### config.mk
export PLATFORM = sky130hd
export DESIGN_NAME = soc_top_flat
export DESIGN_NICKNAME = d
export VERILOG_FILES = /design/src/rtl/soc_top_if.sv /design/src/rtl/soc_top.sv /design/src/flat_wrapper.sv
export SDC_FILE = /design/constraint.sdc
export NUM_CORES = 1
export LEC_CHECK = 0
export BUFFER_PORTS_ARGS = -buffer_cell sky130_fd_sc_hd__buf_2
export CAP_MARGIN = 40
export CORE_ASPECT_RATIO = 0.75
export CORE_MARGIN = 2
export CORE_UTILIZATION = 59
export DETAILED_ROUTE_END_ITERATION = 10
export HOLD_SLACK_MARGIN = 0.03
export PLACE_DENSITY = 0.78
export REMOVE_ABC_BUFFERS = 1
export SLEW_MARGIN = 5
export SYNTH_ARGS = -nofsm -noshare
export SYNTH_HDL_FRONTEND = slang
export SYNTH_SLANG_ARGS = --single-unit
### constraint.sdc
create_clock -name i_clk -period 2.13 [get_ports i_clk]
set_input_delay 0.213 -clock i_clk [delete_from_list [all_inputs] [get_ports i_clk]]
set_output_delay 0.213 -clock i_clk [all_outputs]
set_load 0.005 [all_outputs]
### src/rtl/soc_top_if.sv
`default_nettype none
// +----------------------------------------------------------------------------+
// | soc_top_if : SPI pin bundle between an external master and soc_top         |
// | Rev 1.0                                                                    |
// +----------------------------------------------------------------------------+
interface soc_top_if;
  logic i_CSn;
  logic i_SCLK;
  logic i_MOSI;
  logic o_MISO;

  modport master (output i_CSn, output i_SCLK, output i_MOSI, input o_MISO);
  modport slave  (input i_CSn, input i_SCLK, input i_MOSI, output o_MISO);
endinterface
`default_nettype wire

### src/rtl/soc_top.sv
`default_nettype none
// +----------------------------------------------------------------------------+
// | soc_top : SPI boot-loader for a word-addressed IMEM plus an 8-bit GPIO reg |
// | Option  : SOC_TOP_READBACK_EN builds the IMEM read command (0x01)          |
// | Rev 1.0                                                                    |
// +----------------------------------------------------------------------------+
module soc_top #(
  parameter int DEPTH = 512
) (
  input  wire        i_clk,
  input  wire        globalRST,
  input  wire        PROG,
  soc_top_if.slave   spi,
  output logic [7:0] GPIO_out
);

  localparam int AW = $clog2(DEPTH);

  typedef enum logic [2:0] {
    ST_CMD    = 3'd0,
    ST_WRITE  = 3'd1,
    ST_READ   = 3'd2,
    ST_GPIO   = 3'd3,
    ST_IGNORE = 3'd4
  } state_t;

  logic          csn_s1_q, csn_s2_q, csn_s3_q;
  logic          sclk_s1_q, sclk_s2_q, sclk_s3_q;
  logic          mosi_s1_q, mosi_s2_q;
  logic          boot_mode_q;

  state_t        state_q, state_d;
  logic [2:0]    bit_cnt_q, bit_cnt_d;
  logic [6:0]    rx_q, rx_d;
  logic [1:0]    byte_idx_q, byte_idx_d;
  logic [23:0]   word_q, word_d;
  logic [AW-1:0] wptr_q, wptr_d;
  logic          load_done_q, load_done_d;
  logic [7:0]    gpio_q, gpio_d;
  logic          miso_q, miso_d;

  logic          sclk_rise, sclk_fall, cs_fall;
  logic [7:0]    rx_byte;
  logic [31:0]   full_word;
  logic [7:0]    tx_byte;

  logic          mem_we;
  logic [AW-1:0] mem_addr;
  logic [31:0]   mem_wdata;
  logic [31:0]   imem [DEPTH];

`ifdef SOC_TOP_READBACK_EN
  logic          mem_re;
  logic [31:0]   mem_rdata_q;
  logic          rd_pend_q, rd_pend_d;
  logic [31:0]   rd_word_q, rd_word_d;
`endif

  assign sclk_rise = sclk_s2_q & ~sclk_s3_q;
  assign sclk_fall = ~sclk_s2_q & sclk_s3_q;
  assign cs_fall   = ~csn_s2_q & csn_s3_q;
  assign rx_byte   = {rx_q, mosi_s2_q};
  assign full_word = {rx_byte, word_q};

  assign spi.o_MISO = miso_q;
  assign GPIO_out   = gpio_q;

  // Byte presented on MISO for the byte currently being shifted.
  always_comb begin
    tx_byte = 8'h00;
    case (state_q)
      ST_CMD:  tx_byte = {boot_mode_q, load_done_q, 6'b0};
`ifdef SOC_TOP_READBACK_EN
      ST_READ: tx_byte = rd_word_q[8*byte_idx_q +: 8];
`endif
      default: tx_byte = 8'h00;
    endcase
  end

  always_comb begin
    state_d     = state_q;
    bit_cnt_d   = bit_cnt_q;
    rx_d        = rx_q;
    byte_idx_d  = byte_idx_q;
    word_d      = word_q;
    wptr_d      = wptr_q;
    load_done_d = load_done_q;
    gpio_d      = gpio_q;
    miso_d      = miso_q;
    mem_we      = 1'b0;
    mem_addr    = wptr_q;
    mem_wdata   = full_word;
`ifdef SOC_TOP_READBACK_EN
    mem_re      = 1'b0;
    rd_pend_d   = 1'b0;
    rd_word_d   = rd_pend_q ? mem_rdata_q : rd_word_q;
`endif

    if (csn_s2_q) begin
      state_d    = ST_CMD;
      bit_cnt_d  = 3'd0;
      rx_d       = 7'd0;
      byte_idx_d = 2'd0;
      word_d     = 24'd0;
      miso_d     = 1'b0;
`ifdef SOC_TOP_READBACK_EN
      rd_word_d  = 32'd0;
`endif
    end else begin
      // MSB of each byte is shown before its first rise; later bits follow falls.
      if (cs_fall) begin
        miso_d = tx_byte[7];
      end else if (sclk_fall) begin
        miso_d = tx_byte[~bit_cnt_q];
      end

      if (sclk_rise) begin
        bit_cnt_d = bit_cnt_q + 3'd1;
        rx_d      = rx_byte[6:0];
        if (bit_cnt_q == 3'd7) begin
          case (state_q)
            ST_CMD: begin
              byte_idx_d = 2'd0;
              word_d     = 24'd0;
              if (rx_byte == 8'h02 && boot_mode_q) begin
                state_d = ST_WRITE;
                wptr_d  = '0;
              end
`ifdef SOC_TOP_READBACK_EN
              else if (rx_byte == 8'h01) begin
                state_d = ST_READ;
              end
`endif
              else if (rx_byte == 8'h03 && !boot_mode_q) begin
                state_d = ST_GPIO;
              end else begin
                state_d = ST_IGNORE;
              end
            end
            ST_WRITE, ST_READ: begin
              byte_idx_d = byte_idx_q + 2'd1;
              word_d     = {rx_byte, word_q[23:8]};
              if (byte_idx_q == 2'd3) begin
                if (state_q == ST_WRITE) begin
                  if (full_word == 32'hFFFF_FFFF) begin
                    load_done_d = 1'b1;
                    state_d     = ST_IGNORE;
                  end else begin
                    mem_we = 1'b1;
                    wptr_d = wptr_q + AW'(1);
                  end
                end
`ifdef SOC_TOP_READBACK_EN
                else begin
                  mem_re    = 1'b1;
                  mem_addr  = full_word[AW+1:2];
                  rd_pend_d = 1'b1;
                end
`endif
              end
            end
            ST_GPIO: begin
              gpio_d  = rx_byte;
              state_d = ST_IGNORE;
            end
            default: state_d = ST_IGNORE;
          endcase
        end
      end
    end
  end

  always_ff @(posedge i_clk or posedge globalRST) begin
    if (globalRST) begin
      csn_s1_q    <= 1'b1;
      csn_s2_q    <= 1'b1;
      csn_s3_q    <= 1'b1;
      sclk_s1_q   <= 1'b0;
      sclk_s2_q   <= 1'b0;
      sclk_s3_q   <= 1'b0;
      mosi_s1_q   <= 1'b0;
      mosi_s2_q   <= 1'b0;
      state_q     <= ST_CMD;
      bit_cnt_q   <= 3'd0;
      rx_q        <= 7'd0;
      byte_idx_q  <= 2'd0;
      word_q      <= 24'd0;
      wptr_q      <= '0;
      load_done_q <= 1'b0;
      gpio_q      <= 8'h00;
      miso_q      <= 1'b0;
`ifdef SOC_TOP_READBACK_EN
      rd_pend_q   <= 1'b0;
      rd_word_q   <= 32'd0;
`endif
    end else begin
      csn_s1_q    <= spi.i_CSn;
      csn_s2_q    <= csn_s1_q;
      csn_s3_q    <= csn_s2_q;
      sclk_s1_q   <= spi.i_SCLK;
      sclk_s2_q   <= sclk_s1_q;
      sclk_s3_q   <= sclk_s2_q;
      mosi_s1_q   <= spi.i_MOSI;
      mosi_s2_q   <= mosi_s1_q;
      state_q     <= state_d;
      bit_cnt_q   <= bit_cnt_d;
      rx_q        <= rx_d;
      byte_idx_q  <= byte_idx_d;
      word_q      <= word_d;
      wptr_q      <= wptr_d;
      load_done_q <= load_done_d;
      gpio_q      <= gpio_d;
      miso_q      <= miso_d;
`ifdef SOC_TOP_READBACK_EN
      rd_pend_q   <= rd_pend_d;
      rd_word_q   <= rd_word_d;
`endif
    end
  end

  // Boot mode is captured only while reset is held and then frozen.
  always_ff @(posedge i_clk) begin
    if (globalRST) begin
      boot_mode_q <= PROG;
    end
  end

  always_ff @(posedge i_clk) begin
    if (mem_we) begin
      imem[mem_addr] <= mem_wdata;
    end
`ifdef SOC_TOP_READBACK_EN
    if (mem_re) begin
      mem_rdata_q <= imem[mem_addr];
    end
`endif
  end

endmodule
`default_nettype wire

### src/flat_wrapper.sv
// flat-port wrapper written by rule: the top's interface ports become plain ports
module soc_top_flat 
#(
  parameter int DEPTH = 512
)
  (i_clk, globalRST, PROG, GPIO_out, spi_i_CSn, spi_i_SCLK, spi_i_MOSI, spi_o_MISO);
  soc_top_if spi_i ();
  input  wire i_clk;
  input  wire globalRST;
  input  wire PROG;
  output logic [7:0] GPIO_out;
  input wire logic [$bits(spi_i.i_CSn)-1:0] spi_i_CSn;
  input wire logic [$bits(spi_i.i_SCLK)-1:0] spi_i_SCLK;
  input wire logic [$bits(spi_i.i_MOSI)-1:0] spi_i_MOSI;
  output wire logic [$bits(spi_i.o_MISO)-1:0] spi_o_MISO;
  assign spi_i.i_CSn = spi_i_CSn;
  assign spi_i.i_SCLK = spi_i_SCLK;
  assign spi_i.i_MOSI = spi_i_MOSI;
  assign spi_o_MISO = spi_i.o_MISO;
  soc_top #(.DEPTH(DEPTH)) u_core (.i_clk(i_clk), .globalRST(globalRST), .PROG(PROG), .spi(spi_i), .GPIO_out(GPIO_out));
endmodule
[Word level (Yosys, flattened, before mapping)]
Cells that the tools add are included.
Storage, ports and cells
  register bits: 58
  input port bits: 6
  output and inout bits: 9
  logic and storage cells: 78
Cells by class
  $add $sub $neg: 2
  magnitude comparators: 1
  equal/unequal tests: 11
  mux-type cells: 27
  bitwise gates (word level): 7
  reductions and logical operators: 13
Operator list (number)
  $mux 24: 3
  $pmux 24 s2: 1
  $eq 32x32->1 const B: 1
  $mux 3: 10
  $eq 8x2->1 const B: 2
  $mux 7: 2
  $ne 3x1->1 const B: 3
  $mux 8: 1
  $reduce_and 7->1: 1
  $eq 3x2->1 const B: 2
  $mux 2: 3
  $pmux 3 s2: 1
  $reduce_bool 3->1: 2
  $reduce_and 5->1: 1
  $lt 3x4->1 const B: 1
  $mux 1: 4
  $pmux 2 s2: 1
  $reduce_and 4->1: 1
  $reduce_bool 2->1: 2
  $add 3x1->3 const B: 1
  $and 1x1->1: 3
  $bmux 1 s3: 1
  $eq 3x1->1 const B: 1
  $eq 3x3->1 const B: 1
  other kinds (9): 12

[Depth between registers and ports, before layout]
  depth after elaboration: 8
  mapped depth: 6
  mapped depth without buffers: 6

[Least setup slack after synthesis]
Ideal clock, no wire load.
  kind: register -> register
  from: register u_core.bit_cnt_q[0]
  to: register u_core.gpio_q[0] (netlist: u_core.GPIO_out[0])
  setup time: 0.125 ns
  data arrival time: 1.524 ns
  required time: 2.005 ns
  path slack: 0.481 ns
  cell stages (with the launch flop): 6
  path buffers: 0
  clock period less this slack: 1.649 ns
  cells stage by stage: dfrtp_1 > ha_1 > ha_1 > and4bb_4 > nand4_4 > mux2_2
On the way
  word-level cells in the longest chain between the ends: 2
RTL lines
  from (decl): line soc_top.sv:33  | logic [2:0] bit_cnt_q, bit_cnt_d;
  from (signal assigned): line soc_top.sv:206  | bit_cnt_q <= bit_cnt_d;
  $eq 3x3->1: line soc_top.sv:120  | if (bit_cnt_q == 3'd7) begin
  $reduce_and 4->1 (no source line)
  to (signal assigned): line soc_top.sv:212  | gpio_q <= gpio_d;
  to (decl): line soc_top.sv:39  | logic [7:0] gpio_q, gpio_d;
No other way between the ends.
A chain may end at the register's enable or synchronous reset.

[Worst setup path in the final report]
  from: register u_core.bit_cnt_q[0]
  to: register u_core.word_q[6]
On the way
  word-level cells in the longest chain between the ends: 3
RTL lines
  $eq 3x3->1: line soc_top.sv:120
  $reduce_bool 2->1 (no source line)
  $reduce_and 3->1 (no source line)
  to (signal assigned): line soc_top.sv:209  | word_q <= word_d;
  to (decl): line soc_top.sv:36  | logic [23:0] word_q, word_d;
No other way between the ends.

==> run metrics <==
Yosys top cell area share=around 55%; Setup Skew=approximately 0.0061 ns; Synth Cell Area=~0.0024 mm²; vias per cell=5.89; CTS Root Cell=clkbuf_8; max-slew violations=0; Bufs and invs on worst path=1; Comb power frac=under 10%; ratio of cells with drive above 1 in the final layout=between 30% and 40%; Pwr Total=about 2.2 mW; clock network fraction of total power=between 40% and 50%; Worst Path Required=~2.4 ns; cts bufs inserted=9; die height=between 50 and 60 µm; clock sink total=58; setup slack, reg-to-reg=between 0.3 and 0.4 ns; synth warn=0; Worst VDD drop=about 540 µV; Crit Path Class=flip-flop to flip-flop; GP Congestion=0.676; setup_tns=0 ns; first-pass GRT wire length=8070 µm; RSZ-0062 raised after global routing=false; grt ovf=0; CP arrival=slightly above 2 ns; internal power=approximately 1.7 mW; most common cell after layout, fill and taps aside=dfrtp_1; Core Rows=20; cell count after synthesis=about 190; Synth area leaders=dfrtp_1, a22o_2, mux2_2, nand2_1, dfstp_2; Mean Syn Cell Area=13.0 µm²; f_max=551 MHz; Final Setup Violations=0; Power per Cell Area=between 700 and 800 mW/mm²; P_sw=between 0.5 and 0.6 mW; DR vias=about 1600; die footprint=0.00468 mm²; post-route clock period utilization=a little under nine tenths; worst skew pair latency=0.33 ns; pin count of the biggest net entering global routing=44; startpoint types=flip-flop; Max stage delay on crit path=approximately 0.42 ns; DP Area=between 0.002 and 0.003 mm²; total of max-cap violations=0; Initial DRC Count=~110; HP Class=input pin to flip-flop; worst relative slew slack=63.7%; antenna cells=0; post-synthesis sequential area ratio=59.7%; post-route setup slack=0.314 ns; Synth Register Bits=58; Static Leak=1.29 nW; post-CTS setup buffers=0; port buffer count=14; register share of total power=51.9%; Die Span X=between 70 and 80 µm; finished layout cell area=0.00277 mm²; WL/cell=around 17 µm; post-route ant nets=0; count of cell types in the netlist=35; Nets=between 200 and 250; Sw Ratio=around a quarter; EDFF count, synth=1; CTS tree=built; CP max stage cell=dfrtp_1; final wirelength=~4700 µm; most frequent cells in the layout=dfrtp_1, nand2_1, a22o_2; gr usage total=23.2%; Initial Utilization=61.1%; Final Critical Period=1.82 ns; number of global-route vias before repair=about 1700; outcome=finished, final reports clean; CTS clk-pin slew, worst paths=about 0.070 ns; Async SR Flop Fraction=about 98%; hpwl dp=roughly 3100 µm; clk buf depth=2; crit-path cells=ha_1 -> ha_1 -> and4bb_4 -> a21oi_4 -> buf_4 -> a22o_2; number of fillers in the final layout=279; Synth area leader=dfrtp_1; critical path capture point type=flip-flop; DP Worst Slack=0.330 ns; pin slew with the least headroom to its limit=around 0.54 ns; Post-synth top flop=dfrtp_1; core area=~0.004 mm²; CP most frequent cell=ha_1; I/O Pins=15; DRT Pass-1 Iters=5; Area Growth Syn to Fin=13.4%; Worst path top cell family by delay=flip-flops; htree depth=3; CP max FO=26; initial antenna violation count=0; # DRC=0; final hold vios=0
cell usage after synthesis, types with 2 or more instances:
master / count
dfstp_2: 3
mux2_2: 9
ha_1: 3
xor2_1: 2
nand2_1: 24
buf_6: 5
o21ai_0: 4
or3_1: 2
inv_1: 5
nor4_1: 3
clkbuf_1: 3
nand4_1: 7
a22o_1: 8
a22o_2: 17
nor3_1: 3
nand3_1: 3
nor2_1: 5
a21oi_1: 12
dfrtp_1: 54
cell families after synthesis:
kind of cell	share of synthesized area, %
compound gates	15.8
buf+inv	4.09
flops	59.7
mux	4.15
fa+ha+maj	1.54
simple gates	12.8
xor+xnor	1.84
worst reg2reg max path, stage by stage, from the launching register on:
cell and delay [ns]:
dfrtp_1 0.42, ha_1 0.19, ha_1 0.22, and4bb_4 0.30, a21oi_4 0.06, buf_4 0.23, a22o_2 0.29
final cells by class:
cell class | instances | area [µm²] | area share, %
Sequential cell | 58 | 1460 | 52.7
Multi-Input combinational cell | 116 | 885 | 31.9
Timing Repair Buffer | 21 | 145 | 5.24
Clock buffer | 10 | 128 | 4.60
Tap cell | 55 | 68.8 | 2.48
Clock inverter | 6 | 66.3 | 2.39
Inverter | 5 | 18.8 | 0.677
final timing paths:
path / from / to / cells after the start
setup / recovery: u_core.bit_cnt_q[0]$_DFFE_PP0P_ / u_core.word_q[6]$_DFFE_PP0P_ / 6
hold / removal: PROG / u_core.boot_mode_q$_DFFE_PP_ / 1
setup reg to reg: u_core.bit_cnt_q[0]$_DFFE_PP0P_ / u_core.word_q[6]$_DFFE_PP0P_ / 6
hold reg to reg: u_core.csn_s1_q$_DFF_PP1_ / u_core.csn_s2_q$_DFF_PP1_ / 0
max in group asynchronous: globalRST / u_core.word_q[6]$_DFFE_PP0P_ / 4
min in group asynchronous: globalRST / u_core.sclk_s3_q$_DFF_PP0_ / 3
power by group through the flow:
stage          Sequential (mW)  Combinational, mW  Clock (mW)
3_5_place_dp              1.16             0.0663           0
3_3_place_gp              1.16             0.0638           0
4_1_cts                   1.14             0.0722        1.01
6_report                  1.14             0.0703       0.989
2_1_floorplan             1.16             0.0421           0
5_1_grt                   1.14             0.0796        1.06
through the flow:
| step | std cells | util [%] | hold slack [ns] |
|---|---|---|---|
| after floorplan | 179 | - | 0.217 |
| after global placement | 251 | 63.4 | 0.194 |
| after detailed placement | 251 | 63.4 | 0.212 |
| after CTS | 271 | 69.2 | 0.0303 |
| after global routing | 271 | 69.2 | 0.0348 |
| final | 271 | 69.2 | 0.0517 |
sequential cells by signal (all words and copies together), names as in the netlist:
name,count
u_core.word_q,24
u_core.GPIO_out,8
u_core.rx_q,7
u_core.bit_cnt_q,3
u_core.state_q,3
u_core.byte_idx_q,2
u_core.boot_mode_q,1
u_core.csn_s1_q,1
u_core.csn_s2_q,1
u_core.csn_s3_q,1
u_core.load_done_q,1
u_core.mosi_s1_q,1
u_core.mosi_s2_q,1
u_core.sclk_s1_q,1
u_core.sclk_s2_q,1
u_core.sclk_s3_q,1
u_core.spi.o_MISO,1
timing repair:
| action | CTS | global route |
|---|---|---|
| hold endpoints to repair | 14 | 0 |
| gates resized for setup | 0 | 0 |
| hold buffers | 4 | 0 |
routing by layer:
| layer | global-route usage (%) | share of wire, % | up-vias | wire, µm |
|---|---|---|---|---|
| met2 | 37.3 | 48 | 54 | 2250 |
| met3 | 8.46 | 4.7 | 14 | 223 |
| met4 | 9.02 | 1.7 | 0 | 82 |
| met1 | 29.3 | 46 | 792 | 2150 |
| li1 | - | - | 737 | - |
| met5 | 0 | 0 | - | 0 |
Note: power is estimated with default switching activity, not from simulation.
